`src/rtl/baccarat_pkg.sv`:
```
// Shared types, seven-segment patterns and card helpers for the baccarat dealer.
package baccarat_pkg;

  typedef enum logic [2:0] {
    ST_P1, ST_D1, ST_P2, ST_D2, ST_THIRD, ST_BANK, ST_DONE
  } state_t;

  // Active-low segment patterns, bit order {g,f,e,d,c,b,a}.
  localparam logic [6:0] SEG_BLANK = 7'b1111111;
  localparam logic [6:0] SEG_A     = 7'b0001000;
  localparam logic [6:0] SEG_2     = 7'b0100100;
  localparam logic [6:0] SEG_3     = 7'b0110000;
  localparam logic [6:0] SEG_4     = 7'b0011001;
  localparam logic [6:0] SEG_5     = 7'b0010010;
  localparam logic [6:0] SEG_6     = 7'b0000010;
  localparam logic [6:0] SEG_7     = 7'b1111000;
  localparam logic [6:0] SEG_8     = 7'b0000000;
  localparam logic [6:0] SEG_9     = 7'b0010000;
  localparam logic [6:0] SEG_10    = 7'b1000000;
  localparam logic [6:0] SEG_J     = 7'b1100001;
  localparam logic [6:0] SEG_Q     = 7'b0011000;
  localparam logic [6:0] SEG_K     = 7'b0001001;

  localparam logic [3:0] CARD_MAX = 4'd13;

  // Face cards, tens and empty slots all count as zero.
  function automatic logic [3:0] card_value(input logic [3:0] c);
    return (c >= 4'd1 && c <= 4'd9) ? c : 4'd0;
  endfunction

  // Banker third-card tableau: dealer score ds, player third-card value t.
  function automatic logic banker_draws(input logic [3:0] ds, input logic [3:0] t);
    case (ds)
      4'd0, 4'd1, 4'd2: return 1'b1;
      4'd3:             return t != 4'd8;
      4'd4:             return t >= 4'd2 && t <= 4'd7;
      4'd5:             return t >= 4'd4 && t <= 4'd7;
      4'd6:             return t >= 4'd6 && t <= 4'd7;
      default:          return 1'b0;
    endcase
  endfunction

endpackage

```
`src/rtl/baccarat_datapath.sv`:
```
// Free-running card source, the six hand registers and the mod-10 scores.
module baccarat_datapath
  import baccarat_pkg::*;
(
  input  logic       clk,
  input  logic       rst_n,
  input  logic       ld_p1,
  input  logic       ld_p2,
  input  logic       ld_p3,
  input  logic       ld_d1,
  input  logic       ld_d2,
  input  logic       ld_d3,
  output logic [3:0] new_card,
  output logic [3:0] PReg1_out,
  output logic [3:0] PReg2_out,
  output logic [3:0] PReg3_out,
  output logic [3:0] DReg1_out,
  output logic [3:0] DReg2_out,
  output logic [3:0] DReg3_out,
  output logic [3:0] pscore,
  output logic [3:0] dscore
);

  logic [3:0] card_q;
  logic [4:0] psum;
  logic [4:0] dsum;

  // NOTE: sequential state uses <= so every register samples pre-edge values together.
  always_ff @(posedge clk or negedge rst_n) begin
    if (!rst_n) card_q <= 4'd1;
    else        card_q <= (card_q == CARD_MAX) ? 4'd1 : card_q + 4'd1;
  end

  assign new_card = card_q;

  // NOTE: the hand registers are reset so an empty slot reads 0 (blank, value 0).
  always_ff @(posedge clk or negedge rst_n) begin
    if (!rst_n) begin
      PReg1_out <= '0;
      PReg2_out <= '0;
      PReg3_out <= '0;
      DReg1_out <= '0;
      DReg2_out <= '0;
      DReg3_out <= '0;
    end else begin
      if (ld_p1) PReg1_out <= new_card;
      if (ld_p2) PReg2_out <= new_card;
      if (ld_p3) PReg3_out <= new_card;
      if (ld_d1) DReg1_out <= new_card;
      if (ld_d2) DReg2_out <= new_card;
      if (ld_d3) DReg3_out <= new_card;
    end
  end

  assign psum   = 5'(card_value(PReg1_out)) + 5'(card_value(PReg2_out)) + 5'(card_value(PReg3_out));
  assign dsum   = 5'(card_value(DReg1_out)) + 5'(card_value(DReg2_out)) + 5'(card_value(DReg3_out));
  assign pscore = 4'(psum % 5'd10);
  assign dscore = 4'(dsum % 5'd10);

endmodule

```
`src/rtl/card7seg.sv`:
```
// Card rank (1..13) to active-low seven-segment pattern; 0/14/15 are blank.
module card7seg
  import baccarat_pkg::*;
(
  input  logic [3:0] card,
  output logic [6:0] seg
);

  always_comb begin
    case (card)
      4'd1:    seg = SEG_A;
      4'd2:    seg = SEG_2;
      4'd3:    seg = SEG_3;
      4'd4:    seg = SEG_4;
      4'd5:    seg = SEG_5;
      4'd6:    seg = SEG_6;
      4'd7:    seg = SEG_7;
      4'd8:    seg = SEG_8;
      4'd9:    seg = SEG_9;
      4'd10:   seg = SEG_10;
      4'd11:   seg = SEG_J;
      4'd12:   seg = SEG_Q;
      4'd13:   seg = SEG_K;
      default: seg = SEG_BLANK;
    endcase
  end

endmodule

```
`src/rtl/baccarat_game.sv`:
```
// Punto Banco dealer top: step detect, dealing FSM, displays and result LEDs.
// Define KEY_SYNC_EN to pass KEY[0] through a 2-flop synchronizer first.
module baccarat_game
  import baccarat_pkg::*;
(
  input  logic       CLOCK_50,
  input  logic [3:0] KEY,
  output logic [9:0] LEDR,
  output logic [6:0] HEX0,
  output logic [6:0] HEX1,
  output logic [6:0] HEX2,
  output logic [6:0] HEX3,
  output logic [6:0] HEX4,
  output logic [6:0] HEX5
);

  logic clk, rst_n;
  assign clk   = CLOCK_50;
  assign rst_n = KEY[3];

  logic unused_keys;
  assign unused_keys = ^KEY[2:1];

  logic key0_s, key0_q, step;

`ifdef KEY_SYNC_EN
  logic [1:0] sync_q;
  always_ff @(posedge clk or negedge rst_n) begin
    if (!rst_n) sync_q <= 2'b11;
    else        sync_q <= {sync_q[0], KEY[0]};
  end
  assign key0_s = sync_q[1];
`else
  assign key0_s = KEY[0];
`endif

  always_ff @(posedge clk or negedge rst_n) begin
    if (!rst_n) key0_q <= 1'b1;
    else        key0_q <= key0_s;
  end

  // Button release (0->1) is the deal event.
  assign step = key0_s & ~key0_q;

  logic       ld_p1, ld_p2, ld_p3, ld_d1, ld_d2, ld_d3;
  logic [3:0] new_card, pscore, dscore;
  logic [3:0] p1, p2, p3, d1, d2, d3;

  baccarat_datapath dp (
    .clk       (clk),
    .rst_n     (rst_n),
    .ld_p1     (ld_p1),
    .ld_p2     (ld_p2),
    .ld_p3     (ld_p3),
    .ld_d1     (ld_d1),
    .ld_d2     (ld_d2),
    .ld_d3     (ld_d3),
    .new_card  (new_card),
    .PReg1_out (p1),
    .PReg2_out (p2),
    .PReg3_out (p3),
    .DReg1_out (d1),
    .DReg2_out (d2),
    .DReg3_out (d3),
    .pscore    (pscore),
    .dscore    (dscore)
  );

  state_t state_q, state_d;

  always_ff @(posedge clk or negedge rst_n) begin
    if (!rst_n) state_q <= ST_P1;
    else        state_q <= state_d;
  end

  // NOTE: every output of this block gets a default first, so no latches are inferred.
  always_comb begin
    state_d = state_q;
    ld_p1 = 1'b0; ld_p2 = 1'b0; ld_p3 = 1'b0;
    ld_d1 = 1'b0; ld_d2 = 1'b0; ld_d3 = 1'b0;
    if (step) begin
      case (state_q)
        ST_P1: begin ld_p1 = 1'b1; state_d = ST_D1; end
        ST_D1: begin ld_d1 = 1'b1; state_d = ST_P2; end
        ST_P2: begin ld_p2 = 1'b1; state_d = ST_D2; end
        ST_D2: begin ld_d2 = 1'b1; state_d = ST_THIRD; end
        ST_THIRD: begin
          if (pscore >= 4'd8 || dscore >= 4'd8) begin
            state_d = ST_DONE;
          end else if (pscore <= 4'd5) begin
            ld_p3   = 1'b1;
            state_d = ST_BANK;
          end else begin
            ld_d3   = (dscore <= 4'd5);
            state_d = ST_DONE;
          end
        end
        ST_BANK: begin
          ld_d3   = banker_draws(dscore, card_value(p3));
          state_d = ST_DONE;
        end
        default: ;
      endcase
    end
  end

  logic [1:0] winner;
  always_comb begin
    winner = 2'b00;
    if (state_q == ST_DONE) begin
      if      (pscore > dscore) winner = 2'b01;
      else if (dscore > pscore) winner = 2'b10;
      else                      winner = 2'b11;
    end
  end

  assign LEDR = {winner, dscore, pscore};

  card7seg u_hex0 (.card(p1), .seg(HEX0));
  card7seg u_hex1 (.card(p2), .seg(HEX1));
  card7seg u_hex2 (.card(p3), .seg(HEX2));
  card7seg u_hex3 (.card(d1), .seg(HEX3));
  card7seg u_hex4 (.card(d2), .seg(HEX4));
  card7seg u_hex5 (.card(d3), .seg(HEX5));

endmodule

```
`config.mk`:
```
export PLATFORM = sky130hd
export DESIGN_NAME = baccarat_game
export DESIGN_NICKNAME = d
export VERILOG_FILES = /design/src/rtl/baccarat_pkg.sv /design/src/rtl/baccarat_datapath.sv /design/src/rtl/card7seg.sv /design/src/rtl/baccarat_game.sv
export SDC_FILE = /design/constraint.sdc
export NUM_CORES = 1
export LEC_CHECK = 0
export BUFFER_PORTS_ARGS = -buffer_cell sky130_fd_sc_hd__buf_2
export CAP_MARGIN = 40
export CELL_PAD_IN_SITES_DETAIL_PLACEMENT = 1
export CELL_PAD_IN_SITES_GLOBAL_PLACEMENT = 2
export CORE_ASPECT_RATIO = 1.5
export CORE_MARGIN = 4
export CORE_UTILIZATION = 35
export DETAILED_ROUTE_END_ITERATION = 8
export PLACE_DENSITY = 0.91
export SLEW_MARGIN = 20
export SYNTH_ARGS = -nofsm -noshare
export SYNTH_HDL_FRONTEND = slang
export SYNTH_SLANG_ARGS = --single-unit
```
`constraint.sdc`:
```
create_clock -name CLOCK_50 -period 6 [get_ports CLOCK_50]
set_input_delay 0 -clock CLOCK_50 [delete_from_list [all_inputs] [get_ports CLOCK_50]]
set_output_delay 0 -clock CLOCK_50 [all_outputs]
set_load 0.01 [all_outputs]
```
==> Word level (Yosys, flattened, before mapping) <==
Memory sizes are Yosys's and may differ from the RTL's.
Index checks and enable logic that the tools add are counted.
Widths: inputs -> output; s select.
{ "word_totals": {"mem_bits_ro": 672, "ff_bits": 32, "out_inout_bits": 52, "input_bits": 5, "memories": 6, "wordCells": 105} }
{ "classes": {"bitwise_logic": 2, "mux": 30, "div": 2, "n_reduce_logical": 15, "n_eq_ne": 14, "magnitude_cmp": 22, "n_addsub": 5} }
{ "mem_list": {"columns": ["name", "depth", "width", "read_ports", "rd_clocked_by_memory_dff", "write_ports", "line", "text"], "rows": [
  ["(no name shown)", 16, 7, 1, 0, 0, "card7seg.sv:10", "case (card)"],
  ["(no name shown)", 16, 7, 1, 0, 0, "card7seg.sv:10", null],
  ["(no name shown)", 16, 7, 1, 0, 0, "card7seg.sv:10", null],
  ["(no name shown)", 16, 7, 1, 0, 0, "card7seg.sv:10", null],
  ["(no name shown)", 16, 7, 1, 0, 0, "card7seg.sv:10", null],
  ["(no name shown)", 16, 7, 1, 0, 0, "card7seg.sv:10", null]
]} }
{ "op_table": {"columns": ["cell", "count"], "rows": [
  ["$mux 4", 7],
  ["$ge 4x1->1 const B", 6],
  ["$le 4x4->1 const B", 6],
  ["$pmux 3 s6", 1],
  ["$mux 1", 16],
  ["$eq 4x3->1 const B", 3],
  ["$le 4x3->1 const B", 3],
  ["$add 4x4->5", 2],
  ["$add 5x4->5", 2],
  ["$mod 5x4->5 const B", 2],
  ["$eq 3x3->1 const B", 3],
  ["$logic_and 1x1->1", 9],
  ["$eq 4x2->1 const B", 2],
  ["$ge 4x3->1 const B", 2],
  ["$ge 4x4->1 const B", 2],
  ["$gt 4x4->1", 2],
  ["$mux 2", 4],
  ["$eq 3x2->1 const B", 2],
  ["$reduce_bool 6->1", 1],
  ["$pmux 1 s5", 1],
  ["$add 4x1->4 const B", 1],
  ["$eq 4x1->1 const B", 1],
  ["$eq 4x4->1 const B", 1],
  ["$ge 4x2->1 const B", 1],
  ["10 further kinds", 10]
]} }

==> Depth between registers and ports, before layout <==
Gate-level depths: netlist of the first run.
{ "depth": {"depth_word": 11, "ltp_mapped": 28, "mapped_depth_nobuf": 26} }

==> Modules after synthesis <==
From an unflattened synthesis of the first run, not the netlist that was laid out.
{ "unflattened": {"cells_unflattened": 454, "area_unflattened_um2": 4010.1} }
{ "by_module_without_submodules": {"columns": ["mod", "area_each_um2", "instances", "cells_each", "seq_area_each_um2"], "rows": [
  ["baccarat_datapath", 2014.4, 1, 198, 701.9],
  ["card7seg at u_hex4 ...", 256.5, 2, 33, 0.0],
  ["baccarat_game", 434.2, 1, 53, 101.3],
  ["card7seg at u_hex2", 281.5, 1, 34, 0.0],
  ["card7seg at u_hex0", 264.0, 1, 34, 0.0],
  ["card7seg at u_hex3", 254.0, 1, 35, 0.0],
  ["card7seg at u_hex1", 249.0, 1, 34, 0.0]
]} }

==> Worst setup path before layout of the first run <==
Ideal clock, no wire load.
{ "synth_path": {"path_type": "reg2out", "from": "register dp.PReg3_out[1]", "to": "output port LEDR[8]", "arrival_time_ps": 5519, "n_path_buf": 2, "required_time_ps": 6000, "path_stages_with_launch": 28, "path_slack_ps": 481, "path_cell_list": "dfrtp_1 -> clkbuf_1 -> inv_1 -> ha_1 -> nor2_1 -> o21a_1 -> nor2_1 -> and2_1 -> fa_1 -> ha_1 -> inv_1 -> fa_1 -> clkbuf_1 -> o21ai_0 -> nor2_1 -> nor2_1 -> ha_1 -> a21oi_1 -> nor3_1 -> a31o_1 -> a311o_1 -> xnor2_1 -> ha_1 -> a21o_1 -> a21oi_1 -> a31o_2 -> maj3_1 -> nor2b_1"} }
{ "synth_via": {"elab_chain_len": 9, "elab_cells_between_ends": 11, "cone_classes": "1 x add/sub; 1 x div; 4 x order compare; 4 x mux; 1 x reduce/logical"} }
{ "synth_lines": {"columns": ["item", "line", "text"], "rows": [
  ["start: declaration", "baccarat_datapath.sv:16", "output logic [3:0] PReg3_out,"],
  ["start signal: assignment", "baccarat_datapath.sv:48", "if (ld_p3) PReg3_out <= new_card;"],
  ["$ge 4x1->1 / $le 4x4->1 (equally long branches)", "baccarat_pkg.sv:28", "return (c >= 4'd1 && c <= 4'd9) ? c : 4'd0;"],
  ["$logic_and 1x1->1", "baccarat_pkg.sv:28", null],
  ["$mux 4 (*)", "baccarat_pkg.sv:28", null],
  ["$add 5x4->5 (*)", "baccarat_datapath.sv:55", "assign psum = 5'(card_value(PReg1_out)) + 5'(card_value(PReg2_out)) + 5'(card_value(PReg3_out));"],
  ["$mod 5x4->5 (*)", "baccarat_datapath.sv:57", "assign pscore = 4'(psum % 5'd10);"],
  ["$gt 4x4->1", "baccarat_game.sv:112", "else if (dscore > pscore) winner = 2'b10;"],
  ["$mux 1", "baccarat_game.sv:112", null],
  ["$mux 2 (*)", "baccarat_game.sv:111", "if (pscore > dscore) winner = 2'b01;"],
  ["$mux 2 (*)", "baccarat_game.sv:110", "if (state_q == ST_DONE) begin"],
  ["end: declaration", "baccarat_game.sv:8", "output logic [9:0] LEDR,"]
]} }
Mark *: on every way between the ends. The rest lies on a longest branch, timed or not.

==> Worst setup path after layout of the first run <==
{ "layout_path": {"from": "register dp.PReg2_out[0]", "to": "output port LEDR[8]"} }
{ "layout_via": {"elab_chain_len": 10, "elab_cells_between_ends": 12, "cone_classes": "2 x add/sub; 1 x div; 4 x order compare; 4 x mux; 1 x reduce/logical"} }
{ "layout_lines": {"columns": ["item", "line", "text"], "rows": [
  ["start: declaration", "baccarat_datapath.sv:15", "output logic [3:0] PReg2_out,"],
  ["start signal: assignment", "baccarat_datapath.sv:47", "if (ld_p2) PReg2_out <= new_card;"],
  ["$ge 4x1->1 / $le 4x4->1 (equally long branches)", "baccarat_pkg.sv:28", null],
  ["$logic_and 1x1->1", "baccarat_pkg.sv:28", null],
  ["$mux 4 (*)", "baccarat_pkg.sv:28", null],
  ["$add 4x4->5 (*)", "baccarat_datapath.sv:55", null],
  ["$add 5x4->5 (*)", "baccarat_datapath.sv:55", null],
  ["$mod 5x4->5 (*)", "baccarat_datapath.sv:57", null],
  ["$gt 4x4->1", "baccarat_game.sv:112", null],
  ["$mux 1", "baccarat_game.sv:112", null],
  ["$mux 2 (*)", "baccarat_game.sv:111", null],
  ["$mux 2 (*)", "baccarat_game.sv:110", null]
]} }
Marked as above.

==> results.tsv, run 1 <==
metric	value	unit
synth_edf_count	0	
dieWidth	94.9	um
holdWs	346	ps
synthArstFlopShare	1.00	
fp.dieH	138	um
nFillCells	1392	
fin_nets	606	
grt-ovfl-total	0	
netlist_instances	500	
globalplace.congestion	0.859	
startpoint_type	flop	
worst_pin_slew	740	ps
groute.usage.overall	0.178	
slew_headroom	0.507	
max_cap_viol_count	0	
place_ws	120	ps
insertion_delay	280	ps
vias	3830	
outcome	completed	
synth-main-ff-cell	dfrtp_1	
yosysWarnings	0	
coreArea	0.0111	mm2
synthMuxAreaShare	0.0909	
final_util	0.424	
syn_nets	558	
synth_compound_area_frac	0.211	
diodes	0	
synth_adder_area_share	0.191	
root_buffer	clkbuf_16	
drt-total-wl	11600	um
timing.final.crit_share	0.962	
drive_above_1_share	0.242	
final_max_slew_viol_count	0	
first_global_vias	3983	
grt_pass1_wl	19500	um
grt_start_max_net_pins	33	
fin_crit	5770	ps
cts_tree	done	
fin_skew	2.21	ps
synth_seq_cells	32	
hold_viol_final	0	
antenna_found_initial	0	
max_freq	173	MHz
synth-simple-area-share	0.213	
wire_per_inst	16.6	um
syn_to_final_growth	18.3	%
ioPinCount	57	
synth_cell_types	63	
synth_top_family_by_area	simple AND/OR/NAND/NOR gates	
arrival	5770	ps
post-dp-hpwl	8800	um
ys_seq_area_frac	0.203	
layout_commonest_cell	buf_2	
r2r_cells	21	
setup_slack	227	ps
fin_setup_tns	0	ps
rr_startpoint	dp.PReg2_out[0]	
syn-cell-area	0.00396	mm2
io_buffers	54	
r2r_slack	590	ps
via_per_inst	5.50	
die_area	0.0131	mm2
final_antenna_net_count	0	
start_util	0.358	
rows	47	
cp-end-kind	primary output	
first_pass_iters	5	
htreeDepth	2	
syn_avg_cell_area	7.93	um2
critical_path_class	reg2out	
synth-xor-area-share	0.0155	
drc_errors	0	
cp_max_fo	8	
clkTransAtPathRegs	50	ps
required	6000	ps
cts_sinks	32	
setup_viol	0	
clock_path_buffers	2	
initialDrtViolationCount	145	
most-common-layout-cells	54 x buf_2, 42 x nand2_1, 42 x nor2_1	
numCtsBuffers	5	
hold_path.class	in2async	
r2r_end	dp.PReg3_out[1]	
## cells by family (layout without fill, tap and decap cells)
group | after synthesis | in the layout
AND/OR/NAND/NOR | 168 | 168
buffers and inverters | 77 | 126
XOR/XNOR | 7 | 7
AO/OA/AOI/OAI | 128 | 128
multiplexers | 33 | 33
adder cells (fa/ha/maj) | 55 | 55
flip-flops | 32 | 32
## cell type report
type,count,area (um2),share of cell area
clock inverters,3,42.5,0.00908
flip-flops and latches,32,808,0.172
clock buffers,5,125,0.0267
repair buffers,73,418,0.0892
inverters,45,169,0.0360
well taps,147,184,0.0393
multi-input cells,391,2940,0.627
## cell usage after synthesis (all sizes together), types with 3 or more instances
cell type	n	share of area
dfrtp	30	0.19
clkbuf	30	0.028
inv	45	0.043
xor2	5	0.011
a21oi	29	0.037
or3	3	0.0047
ha	43	0.14
o22ai	3	0.0063
nor2b	15	0.024
and2	4	0.0063
nand4	6	0.0095
nand2	42	0.040
nand2b	8	0.013
o21bai	4	0.0076
a31o	4	0.0088
o31ai	8	0.015
nor3	8	0.010
nor2	44	0.042
a31oi	3	0.0047
fa	10	0.051
o211ai	6	0.011
and3	4	0.0063
nand3	15	0.019
mux2i	9	0.023
o21ai	34	0.043
or2	3	0.0047
a221oi	5	0.011
a211oi	12	0.023
nor4	5	0.012
mux2	24	0.068
## metal layers
layer  track usage  wire [um]  vias to the layer above
met3        0.0196        307                       20
met4        0.0510        289                        0
li1              -          -                     1859
met1         0.216       4790                     1881
met5             0          0                        -
met2         0.325       6190                       70
## registers in the layout, summed over array words and instances (netlist names)
signal and cells:
dp.DReg1_out 4, dp.DReg2_out 4, dp.DReg3_out 4, dp.PReg1_out 4
dp.PReg2_out 4, dp.PReg3_out 4, dp.new_card 4, state_q 3
key0_q 1
## worst max path at each step
stage | startpoint | end | slack, ps | depth (start not counted)
after floorplan | dp.PReg3_out[1] | LEDR[8] | 480 | 27
after global placement | dp.PReg3_out[0] | LEDR[8] | 330 | 25
after detailed placement | dp.PReg3_out[0] | LEDR[8] | 120 | 26
after CTS | dp.PReg3_out[0] | LEDR[8] | 10 | 26
after global routing | dp.PReg3_out[0] | LEDR[8] | -70 | 26
final | dp.PReg2_out[0] | LEDR[8] | 230 | 25
## worst max-delay path, cell delays in order, from the launching register on
cell and delay, ps:
dfrtp_2 460, inv_2 100, ha_1 210, nor4b_2 210, a21oi_1 90, and2_1 220
fa_1 520, ha_2 190, inv_1 70, fa_2 650, o21ai_2 110, nor2_1 120
nor2_1 70, ha_2 200, a21oi_4 180, nor3_1 70, a31o_1 180, a311o_1 350
xnor2_1 170, ha_1 310, a21o_1 110, a21oi_1 70, a31o_2 220, maj3_1 340
nor2b_1 130, buf_2 130
## per-stage QoR
step / instance area, um2 / std cells
after floorplan: 3960 / 500
after global placement: 4370 / 680
after detailed placement: 4370 / 680
after CTS: 4570 / 690
after global routing: 4690 / 696
final: 4690 / 696
## repair_timing
action                                  CTS  global route
endpoints found under the hold margin    31             0
endpoints found under the setup margin    1             2
setup buffers                             0             6
hold buffers                              2             0
pin swaps                                 0             4
resized for setup                         4            22
Power of run 1 is left out: the tool's default activity adds up to more than one toggle a clock period on the data nets, which glitch-free logic cannot reach.
==> run 2: changes to the inputs <==
==> constraint.sdc (replaced) <==
create_clock -name CLOCK_50 -period 6 [get_ports CLOCK_50]
set_input_delay 0 -clock CLOCK_50 [delete_from_list [all_inputs] [get_ports CLOCK_50]]
set_output_delay 0 -clock CLOCK_50 [all_outputs]
set_load 0.02 [all_outputs]
==> results.tsv, run 2 (synthesized netlist as in run 1, its figures left out) <==
metric	value	unit	change
outcome	completed		unchanged
rows	47		unchanged
vias	3887		was 3,830
hold_path.class	in2async		unchanged
via_per_inst	5.53		was 5.50
io_buffers	54		unchanged
grt_start_max_net_pins	33		unchanged
layout_commonest_cell	buf_2		unchanged
fin_skew	7.23	ps	was 2.21 ps
cts_tree	done		unchanged
dp.cells	680		unchanged
required	6000	ps	about the same
max_freq	174	MHz	was 173 MHz
arrival	5750	ps	was 5770 ps
r2r_cells	20		was 21
first_global_vias	4001		was 3,983
most-common-layout-cells	54 x buf_2, 42 x nand2_1, 42 x nor2_1		unchanged
crit_chain	inv_1 > ha_4 > nor2_2 > or3_1 > fa_1 > inv_1 > ha_1 > or2_1 > and3_1 > nor3_4 > nor2_1 > ha_2 > a21oi_4 > nor3_1 > a31o_1 > a311o_1 > xnor2_2 > ha_1 > a21o_1 > a21oi_1 > a31o_2 > maj3_1 > nor2b_1 > buf_2		
wire_per_inst	16.9	um	was 16.6 um
ioPinCount	57		unchanged
rr_startpoint	dp.PReg1_out[0]		was dp.PReg2_out[0]
r2r_slack	580	ps	was 590 ps
met2_length	6470	um	was 6190 um
top_layer	met4		unchanged
insertion_delay	280	ps	about the same
slew_headroom	0.503		was 0.507
final_cells	703		was 696
root_buffer	clkbuf_16		unchanged
diodes	0		unchanged
initialDrtViolationCount	147		was 145
hold_viol_final	0		unchanged
drc_errors	0		unchanged
cts_sinks	32		unchanged
final_max_slew_viol_count	0		unchanged
cp-end-kind	primary output		unchanged
start_util	0.358		unchanged
fp.dieH	138	um	unchanged
dieWidth	94.9	um	unchanged
max_cap_viol_count	0		unchanged
r2r_end	dp.PReg3_out[0]		was dp.PReg3_out[1]
die_area	0.0131	mm2	unchanged
wl_met1	4870	um	was 4790 um
cp_max_fo	6		was 8
numCtsBuffers	5		unchanged
grt-ovfl-total	0		unchanged
post-dp-hpwl	9000	um	was 8800 um
slowest_delay	500	ps	was 650 ps
worst_pin_slew	745	ps	was 740 ps
first_pass_iters	4		was 5
drt-total-wl	11900	um	was 11,600 um
clkTransAtPathRegs	50	ps	about the same
fin_crit	5750	ps	was 5770 ps
fin_nets	613		was 606
globalplace.congestion	0.851		was 0.859
setup_viol	0		unchanged
syn_to_final_growth	19.3	%	was 18.3%
coreArea	0.0111	mm2	unchanged
antenna_found_initial	0		unchanged
drive_above_1_share	0.261		was 0.242
groute.usage.overall	0.180		was 0.178
wl_met3	324	um	was 307 um
critical_path_class	reg2out		unchanged
timing.final.crit_share	0.958		was 0.962
startpoint_type	flop		unchanged
slowest_stage	fa_1		was fa_2
holdWs	354	ps	was 346 ps
clock_path_buffers	2		unchanged
grt_pass1_wl	19500	um	about the same
htreeDepth	2		unchanged
final_antenna_net_count	0		unchanged
## run 2: cell count changes in the layout (fill, tap and decap cells not counted), sizes merged
cell,previous run,this run
buf,71,78
bufinv,1,0
clkbuf,5,6
clkinv,1,2
clkinvlp,1,0
## run 2: worst max-delay path by stage
stage	cells after the start	slack (ps)	endpoint	from
6_report	24	250	LEDR[8]	dp.PReg1_out[0]
5_1_grt	24	-50	LEDR[8]	dp.PReg1_out[0]
4_1_cts	22	40	LEDR[8]	dp.PReg3_out[2]
3_5_place_dp	25	110	LEDR[8]	dp.PReg3_out[0]
3_3_place_gp	25	310	LEDR[8]	dp.PReg3_out[0]
2_1_floorplan	27	410	LEDR[8]	dp.PReg3_out[1]
## run 2: stage by stage
step	instance area, um2	TNS (ps)	setup slack [ps]	utilization
after CTS	4550	0	43.7	0.412
after floorplan	3960	0	411	-
after global routing	4730	-48.7	-48.7	0.427
after detailed placement	4370	0	109	0.395
after global placement	4370	0	306	0.395
final	4730	0	250	0.427
## run 2: critical path: cells and delay by family, from the launching register on
| kind | cells | cell delay [ps] |
|---|---|---|
| AO/OA/AOI/OAI | 6 | 1160 |
| XOR/XNOR | 1 | 170 |
| adder cells (fa/ha/maj) | 6 | 1870 |
| buffers and inverters | 3 | 350 |
| flip-flops | 1 | 440 |
| AND/OR/NAND/NOR | 8 | 1460 |
## run 2: per-layer routing
layer  global-route usage  up-vias
li1                     -     1869
met1                0.214     1919
met2                0.332       79
met3               0.0196       20
met4               0.0517        0
met5                    0        -
## run 2: repair_timing
item | CTS | global route
resized for setup | 4 | 27
setup endpoints to repair | 1 | 2
hold endpoints to repair | 31 | 0
buffers inserted | 0 | 13
pin swaps | 0 | 7
hold buffers | 2 | 0
## run 2: layout make-up
type	instances	area, um2
multi-input cells	391	2940
flip-flops and latches	32	810
clock inverters	2	10.0
clock buffers	6	139
inverters	45	169
repair buffers	80	470
well taps	147	184
fillers	1369	6330
Power of run 2 is left out for the same reason.
==> run 3: changes to the inputs <==
--- a/config.mk
+++ b/config.mk
@@ -12,7 +12,7 @@
 export CORE_ASPECT_RATIO = 1.5
 export CORE_MARGIN = 4
-export CORE_UTILIZATION = 35
+export CORE_UTILIZATION = 37
 export DETAILED_ROUTE_END_ITERATION = 8
-export PLACE_DENSITY = 0.91
+export PLACE_DENSITY = 0.95
 export SLEW_MARGIN = 20
 export SYNTH_ARGS = -nofsm -noshare
==> constraint.sdc (replaced) <==
create_clock -name CLOCK_50 -period 6.8 [get_ports CLOCK_50]
set_input_delay 0.68 -clock CLOCK_50 [delete_from_list [all_inputs] [get_ports CLOCK_50]]
set_output_delay 0.68 -clock CLOCK_50 [all_outputs]
set_load 0.02 [all_outputs]
==> results.tsv, run 3 (synthesized netlist as in run 1, its figures left out) <==
metric	value	unit	change
clkTransAtPathRegs	60	ps	was 50 ps
ff_latch_area	807	um2	was 810 um2
crit_buf_inv	4		was 3
worst_pin_slew	735	ps	was 745 ps
most-common-layout-cells	54 x buf_2, 44 x inv_1, 43 x nor2_1		was 54 x buf_2, 42 x nand2_1, 42 x nor2_1
cp_max_fo	8		was 6
first_pass_iters	4		unchanged
wl_met1	4430	um	was 4870 um
arrival	5930	ps	was 5750 ps
startpoint_type	flop		unchanged
numCtsBuffers	5		unchanged
setup_viol	0		unchanged
worst_path_dominant_cell_family	adder cells		unchanged
cts_sinks	32		unchanged
syn_to_final_growth	16.7	%	was 19.3%
slowest_delay	650	ps	was 500 ps
postCtsHoldBufs	0		was 2
die_area	0.0125	mm2	was 0.0131 mm2
dieWidth	92.5	um	was 94.9 um
fin_setup_tns	0	ps	unchanged
slew_headroom	0.507		was 0.503
final_max_slew_viol_count	0		unchanged
groute.usage.overall	0.184		was 0.180
outcome	completed		unchanged
required	6120	ps	was 6000 ps
dpl_cell_area	0.00435	mm2	was 0.00437 mm2
first_global_vias	3972		was 4,001
nFillCells	1328		was 1,369
met2_length	6640	um	was 6470 um
max_cap_viol_count	0		unchanged
cp-end-kind	primary output		unchanged
fin_skew	5.19	ps	was 7.23 ps
drt-total-wl	11700	um	was 11,900 um
final_cell_area	0.00462	mm2	was 0.00473 mm2
wire_per_inst	17.0	um	was 16.9 um
drc_errors	0		unchanged
grt-ovfl-total	0		unchanged
start_util	0.376		was 0.358
timing.final.crit_share	0.972		
ioPinCount	57		unchanged
final_antenna_net_count	0		unchanged
top_layer	met4		unchanged
antenna_found_initial	0		unchanged
insertion_delay	280	ps	about the same
wl_met3	325	um	was 324 um
via_per_inst	5.51		was 5.53
hold_path.class	in2async		unchanged
drive_above_1_share	0.230		was 0.261
critical_path_class	reg2out		unchanged
fp.dieH	135	um	was 138 um
diodes	0		unchanged
hold_viol_final	0		unchanged
io_buffers	54		unchanged
cts_tree	done		unchanged
fin_nets	601		was 613
layout_commonest_cell	buf_2		unchanged
vias	3788		was 3,887
root_buffer	clkbuf_16		unchanged
clock_path_buffers	2		unchanged
globalplace.congestion	0.827		was 0.851
multiInputGateArea	0.00293	mm2	was 0.00294 mm2
fin_crit	6610	ps	
max_freq	151	MHz	
grt_pass1_wl	18900	um	was 19,500 um
initialDrtViolationCount	135		was 147
rows	46		was 47
coreArea	0.0105	mm2	was 0.0111 mm2
grt_start_max_net_pins	33		unchanged
post-dp-hpwl	8960	um	was 9000 um
slowest_stage	fa_2		was fa_1
htreeDepth	2		unchanged
run 3: metrics by stage:
step | hold slack [ps] | instances | worst slack, ps | util
after detailed placement | 596 | 675 | 155 | 0.413
after global placement | 561 | 675 | 293 | 0.413
after CTS | 481 | 683 | 33.0 | 0.430
after floorplan | 384 | 500 | 531 | -
after global routing | 522 | 688 | -167 | 0.439
final | 463 | 688 | 189 | 0.439
run 3: per-layer routing:
metal  up-vias  global-route usage
met3        20              0.0245
met1      1859               0.200
met4         0              0.0554
met2        60               0.363
li1       1849                   -
met5         -                   0
run 3: path summary, 6_finish.rpt:
path / start / to / slack (ps) / cells after the start
max in group asynchronous: KEY[3] / dp.PReg3_out[3] / 5830 / 1
worst min-delay path: KEY[3] / dp.DReg1_out[1] / 460 / 1
worst max register to register: dp.PReg3_out[0] / dp.PReg3_out[1] / 1340 / 21
worst min register to register: dp.new_card[0] / dp.new_card[0] / 610 / 1
worst max-delay path: dp.PReg3_out[0] / LEDR[8] / 190 / 26
min in group CLOCK_50: KEY[0] / key0_q / 530 / 1
run 3: cell type report:
cell class                 count  area share
timing repair buffer          68      0.0812
tap                          144      0.0390
multi-input combinational    391       0.633
clock inverter                 3     0.00920
clock buffer                   5      0.0271
inverter                      45      0.0365
sequential                    32       0.175
run 3: timing repair:
| item | CTS | global route |
|---|---|---|
| endpoints found under the setup margin | 1 | 2 |
| gates resized for setup | 2 | 18 |
| pin swaps | 0 | 4 |
| buffers inserted | 0 | 5 |
run 3: worst register-to-register path: cells and delay by family, from the launching register on:
family	cells	cell delay, ps
adder cells (fa/ha/maj)	5	1770
AO/OA/AOI/OAI	5	1250
AND/OR/NAND/NOR	7	1260
multiplexers	1	390
buffers and inverters	3	210
flip-flops	1	460
Power of run 3 is left out for the same reason.
